## src/rtl/mem_mailbox.sv

```systemverilog
// Mailbox queue slave behind the arbiter grant mux: rd/wr/rdy handshake with wait states.
// Optional MBX_RAND_WAIT_EN adds 0..3 LFSR-driven extra wait cycles per access.
module mem_mailbox #(
  parameter int unsigned DEPTH = 8,
  parameter int unsigned WAIT  = 2,
  parameter logic [7:0]  SEED  = 8'hA5
) (
  input  logic                         clk,
  input  logic                         rst,
  input  logic                         rd,
  input  logic                         wr,
  output logic                         rdy,
  input  logic [7:0]                   wdata,
  output logic [7:0]                   rdata,
  output logic [$clog2(DEPTH+1)-1:0]   count,
  output logic                         overflow,
  output logic                         underflow
);

  localparam int unsigned PW = $clog2(DEPTH);
  localparam int unsigned CW = $clog2(DEPTH+1);

  localparam logic [1:0] S_IDLE = 2'd0;
  localparam logic [1:0] S_WAIT = 2'd1;
  localparam logic [1:0] S_ACK  = 2'd2;

  logic [1:0]    state;
  logic [4:0]    wcnt;
  logic [4:0]    load;
  logic [PW-1:0] wp;
  logic [PW-1:0] rp;
  logic [7:0]    mem [DEPTH];
  logic          full;
  logic          empty;

`ifdef MBX_RAND_WAIT_EN
  logic [7:0] lfsr;

  // Fibonacci x^8+x^6+x^5+x^4+1, free-running every clock
  always_ff @(posedge clk or posedge rst) begin
    if (rst) lfsr <= SEED;
    else     lfsr <= {lfsr[6:0], lfsr[7] ^ lfsr[5] ^ lfsr[4] ^ lfsr[3]};
  end

  assign load = 5'(WAIT) + {3'b000, lfsr[1:0]};
`else
  assign load = 5'(WAIT);
`endif

  assign rdy   = (state == S_ACK);
  assign full  = (count == CW'(DEPTH));
  assign empty = (count == '0);

  always_ff @(posedge clk or posedge rst) begin
    if (rst) begin
      state     <= S_IDLE;
      wcnt      <= '0;
      wp        <= '0;
      rp        <= '0;
      count     <= '0;
      rdata     <= '0;
      overflow  <= 1'b0;
      underflow <= 1'b0;
    end else begin
      case (state)
        S_IDLE: begin
          if (rd | wr) begin
            if (load == '0) begin
              state <= S_ACK;
            end else begin
              state <= S_WAIT;
              wcnt  <= load;
            end
          end
        end
        S_WAIT: begin
          if (!(rd | wr))        state <= S_IDLE;
          else if (wcnt == 5'd1) state <= S_ACK;
          else                   wcnt  <= wcnt - 5'd1;
        end
        S_ACK: begin
          state <= S_IDLE;
          // Operation is decided by the live inputs; a simultaneous rd+wr is a write
          if (wr) begin
            if (!full) begin
              wp    <= wp + 1'b1;
              count <= count + 1'b1;
            end else begin
              overflow <= 1'b1;
            end
          end else if (rd) begin
            if (!empty) begin
              rdata <= mem[rp];
              rp    <= rp + 1'b1;
              count <= count - 1'b1;
            end else begin
              rdata     <= 8'h00;
              underflow <= 1'b1;
            end
          end
        end
        default: state <= S_IDLE;
      endcase
    end
  end

  always_ff @(posedge clk) begin
    if (state == S_ACK && wr && !full) mem[wp] <= wdata;
  end

endmodule

```

## config.mk

```make
export PLATFORM = sky130hd
export DESIGN_NAME = mem_mailbox
export DESIGN_NICKNAME = d
export VERILOG_FILES = /design/src/rtl/mem_mailbox.sv
export SDC_FILE = /design/constraint.sdc
export NUM_CORES = 1
export LEC_CHECK = 0
export ABC_AREA = 1
export CAP_MARGIN = 20
export CORE_UTILIZATION = 45
export DETAILED_ROUTE_END_ITERATION = 12
export GPL_TIMING_DRIVEN = 0
export PLACE_DENSITY = 0.63
export SETUP_SLACK_MARGIN = 0.3
export SLEW_MARGIN = 20
export SYNTH_ARGS = -nofsm -noshare
export SYNTH_HDL_FRONTEND = slang
export SYNTH_SLANG_ARGS = --single-unit
```

## constraint.sdc

```tcl
create_clock -name clk -period 2.6 [get_ports clk]
set_input_delay 0.26 -clock clk [delete_from_list [all_inputs] [get_ports clk]]
set_output_delay 0.26 -clock clk [all_outputs]
set_load 0.005 [all_outputs]
```

* Word-level counts from Yosys, hierarchy flattened
Memory sizes are Yosys's and may differ from the RTL's.
Index checks and enable logic that the tools add are counted.
** Cells by class
- Multiplexer cells :: 15
- Eq/ne operators :: 10
- Reduce and logical (&&, ||, !) cells :: 15
- $add $sub $neg :: 5
- Bitwise operators :: 4
** Operators with widths (count)
- $mux 4 :: 4
- $reduce_and 4->1 :: 4
- $mux 5 :: 3
- $ne 2x2->1 const B :: 5
- $pmux 5 s2 :: 1
- $reduce_and 3->1 :: 3
- $mux 8 :: 1
- $add 3x1->3 const B :: 2
- $mux 2 :: 3
- $eq 5x1->1 const B :: 1
- $sub 5x1->5 const B :: 1
- $add 4x1->4 const B :: 1
- $eq 4x4->1 const B :: 1
- $logic_not 4->1 :: 1
- $pmux 2 s2 :: 1
- $reduce_bool 2->1 :: 2
- $sub 4x1->4 const B :: 1
- $ne 3x3->1 const B :: 1
- $not 1->1 :: 3
- $eq 2x1->1 const B :: 1
- $eq 2x2->1 const B :: 1
- $logic_and 1x1->1 :: 2
- $logic_not 2->1 :: 1
- $mux 1 :: 2
- 3 further kinds :: 3
** Word-level totals
- Output and inout bits :: 15
- Logic and storage cells :: 58
- Memories :: 1
- Memory bits (writable) :: 64
- Register bits :: 27
- Input bits :: 12
** Memories
- mem :: depth 8, width 8, rd ports 1, clocked after memory_dff 0, write ports 1, RTL line 32 : logic [7:0] mem [DEPTH];

* Logic depth before layout (Yosys ltp)
- Depth in word-level cells :: 5
- Depth in mapped cells :: 9
- Depth with buffers taken out :: 8

* Worst setup path before layout
Ideal clock, no wire load.
- Path kind :: flip-flop to flip-flop
- From :: reg count[0]
- To :: mem mem[0][0] (enable)
- Arrival time :: 1464 ps
- Setup time :: 383 ps
- Stages on the path, launching flop included :: 6
- Path slack :: 753 ps
- Buffers on the path :: 1
- Cell sequence :: dfrtp_1 inv_1 nand3_1 o21ai_2 buf_2 nor3_1
** On the way
- Longest elaborated chain between the ends :: 5
** Ends and longest elaborated chain
- start, declared :: RTL line 15 : output logic [$clog2(DEPTH+1)-1:0] count,
- start signal, assigned :: RTL line 87 : count <= count + 1'b1;
- start signal, assigned :: RTL line 95 : count <= count - 1'b1;
- $eq 4x4->1 :: RTL line 51 : assign full = (count == CW'(DEPTH));
- $logic_not 1->1 :: RTL line 108 : if (state == S_ACK && wr && !full) mem[wp] <= wdata;
- $logic_and 1x1->1 :: RTL line 108
- $mux 1 :: RTL line 108
- $mux 1 (not written as such) :: RTL line 108
- end, declared :: RTL line 32
Every way passes these cells.

* Worst setup path in the final report
- From :: in wr
- To :: mem mem[4][4] (enable)
** On the way
- Longest elaborated chain between the ends :: 4
** Ends and longest elaborated chain
- start, declared :: RTL line 11 : input logic wr,
- $logic_and 1x1->1 (2 in series) :: RTL line 108
- $mux 1 :: RTL line 108
- $mux 1 (not written as such) :: RTL line 108
Every way passes these cells.

==> qor.txt <==
number of placement rows: 34
critical path launch point type: primary input
Layout fillers: 779
cell-by-cell trace of the critical path: clkdlybuf4s50_1 -> inv_2 -> nor2_2 -> o21ai_2 -> buf_2 -> nor3_2
Worst path max stage delay: 0.61 ns
Post-CTS Repair Setup Buffers: 0
Placed Cells: 546
Starting Density: 46.48%
area growth from synthesis to layout: 16.67%
number of warning messages in the yosys log: 0
post-synthesis mux area share: 0%
CTS sink cnt: 91
average instance area after synthesis: 9.985 um^2
cell area after synthesis: 4054 um^2
max_cap viols: 0
multi-input combinational cell area: 1201 um^2
largest family of logic cells by synthesized area: simple AND/OR/NAND/NOR gates
number of hold-slack violations in the final timing report: 0
vias: 2,817
number of cells produced by synthesis: 406
count of inserted antenna diode cells: 0
pin count of the biggest net entering global routing: 28
CTS tree: yes
input/output buffers: 26
static leakage: 2.068 nW
routability cong.: 0.8358
clock root buffer master: sky130_fd_sc_hd__clkbuf_8
Slew headroom: 48.25%
slowest cell on the critical path: sky130_fd_sc_hd__nor3_2
run status: finished clean
antenna violations before repair: 0
H-tree lvl count: 3
highest-utilization routing layer at the global route stage: met2
Die Footprint: 9393 um^2
Final Slew Violations: 0
die boundary width: 96.92 um
combinational cell fraction of total power: 31.9%
die height: 96.92 um
share of the synthesized netlist area taken by xor and xnor gates: 1.296%
footprint of the flip-flops and latches: 2597 um^2
clk slew on worst S/H paths: 0.10 ns
number of unique standard cell types used by synthesis: 30
switching share of power: 34.59%
clock latency at the later pin of the worst-skew pair: 0.36 ns
sum of overflow across all layers after global routing: 0
worst slew pin tran: 0.7720 ns
Clock Tree Buf Depth: 2
sequential area share after synthesis: 64.07%
IR Drop Worst-Case VDD: 0.3714 mV
post-DR vias/cell: 5.012
drt total wl: 8638 um
CTS resizes: 0
top post-synthesis cells by area: sky130_fd_sc_hd__edfxtp_1 (47%), sky130_fd_sc_hd__dfrtp_1 (17%), sky130_fd_sc_hd__nand2_1 (13%)
synthesis-stage register bit count: 91
CP arrival: 2.05 ns
Residual DRC: 0
Detail Placement HPWL: 5866 um
layout cells sized above 1: 12.78%
part of the power in registers: 45.1%
category of the worst setup path capture point: flop
final critical-path required period: 2.070 ns
WS Path Type: in2reg
f_max: 483.2 MHz
met2 usage in global routing: 29.69%
family with the most delay on the worst path: buffers and inverters
Util after Layout: 54.23%
area share of the leading cell type in the synthesized netlist: 47.41%
Num CTS Buffers: 9
Post-Synth Adder-Cell Area: 2.346%
detailed-route wire length per cell: 15.37 um
final clock skew: 0.01178 ns
Core Box Area: 8721 um^2
WHS: 0.2890 ns
Global Route met3 Usage: 3.613%
period utilisation layout: 79.60%
setup repair after global routing missed its margin: false
antenna viol nets, final: 0
global routing usage on met1: 28.41%
final-layout setup total negative slack: 0 ns
synthesized netlist net count: 425
Global Route Usage Sum: 19.65%
count of cells along the worst register-to-register path: 5
kind of path behind the tightest hold check: in2async
required time of the critical path: 2.58 ns
number of global-route vias before repair: 2,720
Pre-antenna DRT Iters: 5
crit path max fanout: 10
Nets: 468
internal power contribution: 2.679 mW
first-pass GRT wire length: 13,980 um
Net Switching: 1.417 mW
Yosys top cell by area: sky130_fd_sc_hd__edfxtp_1
Finished Layout Cells: 562
Final setup violation count: 0
share of total power in the clock network: 23.0%
fraction of the mapped netlist area in compound gates: 2.377%
number of buffers inserted by hold repair at cts: 0
P per Cell Area: 865.9 nW/um^2
number of DRC markers in iteration 0: 163
number of buffer and inverter stages on the critical path: 3
number of logic stages on the critical path including buffering: 6
simple-gate share of the synthesized area: 22.62%
number of top-level pins: 27
## path summary, 6_finish.rpt
check                                     start  slack, ns              endpoint
min reg2reg                rdata[6]$_DFFE_PP0P_       0.49  rdata[6]$_DFFE_PP0P_
max                                          wr       0.53   mem[4][4]$_DFFE_PP_
min                                         rst       0.29  rdata[5]$_DFFE_PP0P_
max reg2reg                count[0]$_DFFE_PP0P_       0.60   mem[4][4]$_DFFE_PP_
min in group clk           rdata[6]$_DFFE_PP0P_       0.49  rdata[6]$_DFFE_PP0P_
max in group asynchronous                   rst       1.88  count[0]$_DFFE_PP0P_
## kinds of logic after synthesis
family	after synthesis
buffers and inverters	72
and+or+nand+nor	214
adders and majority gates	7
DFF	91
AOI/OAI and AO/OA	16
xor gates and xnor gates	6
## final cells by class
| type | count | share of cell area, % |
|---|---|---|
| plain buffers | 15 | 1.720 |
| clock buffers | 9 | 2.619 |
| clock inverters | 7 | 1.429 |
| inverters | 57 | 4.524 |
| multi-input cells | 243 | 25.40 |
| flip-flops and latches | 91 | 54.92 |
| well taps | 108 | 2.857 |
| repair buffers | 32 | 6.534 |
## layout by cell type (no fill, tap or decap), drive strengths merged
cell type / synthesis / final
a21oi: 3 / 3
a31o: 1 / 1
and3: 1 / 1
buf: 14 / 20
bufinv: 0 / 1
clkbuf: 1 / 10
clkdlybuf4s50: 0 / 26
clkinv: 1 / 4
clkinvlp: 0 / 2
dfrtp: 27 / 27
edfxtp: 64 / 64
fa: 1 / 1
ha: 6 / 6
inv: 56 / 57
nand2: 137 / 137
nand3: 57 / 57
nand4: 1 / 1
nor2: 9 / 9
nor3: 8 / 8
o21ai: 10 / 10
o21bai: 2 / 2
or2: 1 / 1
xnor2: 2 / 2
xor2: 4 / 4
## synth_stat cells
cell type,n
sky130_fd_sc_hd__and3_1,1
sky130_fd_sc_hd__inv_1,51
sky130_fd_sc_hd__nand2_2,1
sky130_fd_sc_hd__a21oi_1,2
sky130_fd_sc_hd__nor2_1,7
sky130_fd_sc_hd__ha_1,6
sky130_fd_sc_hd__xor2_1,4
sky130_fd_sc_hd__o21bai_1,2
sky130_fd_sc_hd__clkbuf_2,1
sky130_fd_sc_hd__nand3_1,56
sky130_fd_sc_hd__nor3_1,8
sky130_fd_sc_hd__buf_6,1
sky130_fd_sc_hd__o21ai_1,2
sky130_fd_sc_hd__nand4_1,1
sky130_fd_sc_hd__inv_2,5
sky130_fd_sc_hd__a21oi_2,1
sky130_fd_sc_hd__or2_2,1
sky130_fd_sc_hd__o21ai_0,7
sky130_fd_sc_hd__xnor2_1,2
sky130_fd_sc_hd__a31o_2,1
sky130_fd_sc_hd__dfrtp_1,27
sky130_fd_sc_hd__o21ai_2,1
sky130_fd_sc_hd__nand2_1,136
sky130_fd_sc_hd__buf_2,13
sky130_fd_sc_hd__edfxtp_1,64
sky130_fd_sc_hd__clkinv_1,1
sky130_fd_sc_hd__nor2_2,1
sky130_fd_sc_hd__nand3_4,1
sky130_fd_sc_hd__fa_1,1
sky130_fd_sc_hd__nor2_4,1
## power groups by stage
stage / clock (mW) / combinational (mW) / sequential (mW)
2_1_floorplan: 0 / 0.859 / 1.85
3_3_place_gp: 0 / 1.27 / 1.87
3_5_place_dp: 0 / 1.32 / 1.88
4_1_cts: 0.957 / 1.32 / 1.85
5_1_grt: 1.01 / 1.50 / 1.87
6_report: 0.941 / 1.31 / 1.85
## registers in the layout (all words and copies together) (netlist names)
name       flops
mem           64
rp             3
wcnt           5
wp             3
state          2
underflow      1
count          4
overflow       1
rdata          8
## per-stage QoR
stage	power [mW]	setup slack, ns	instance area (um^2)
2_1_floorplan	2.713	0.7525	4054
3_3_place_gp	3.135	-0.5273	4449
3_5_place_dp	3.193	0.1675	4538
5_1_grt	4.380	0.4117	4730
4_1_cts	4.124	0.5454	4730
6_report	4.095	0.5304	4730
## metal layers
layer	vias to the layer above	wire (um)
li1	1401	-
met3	10	453
met5	-	0
met4	0	106
met1	1338	4140
met2	68	3939
Note: power is estimated with default switching activity, not from simulation.
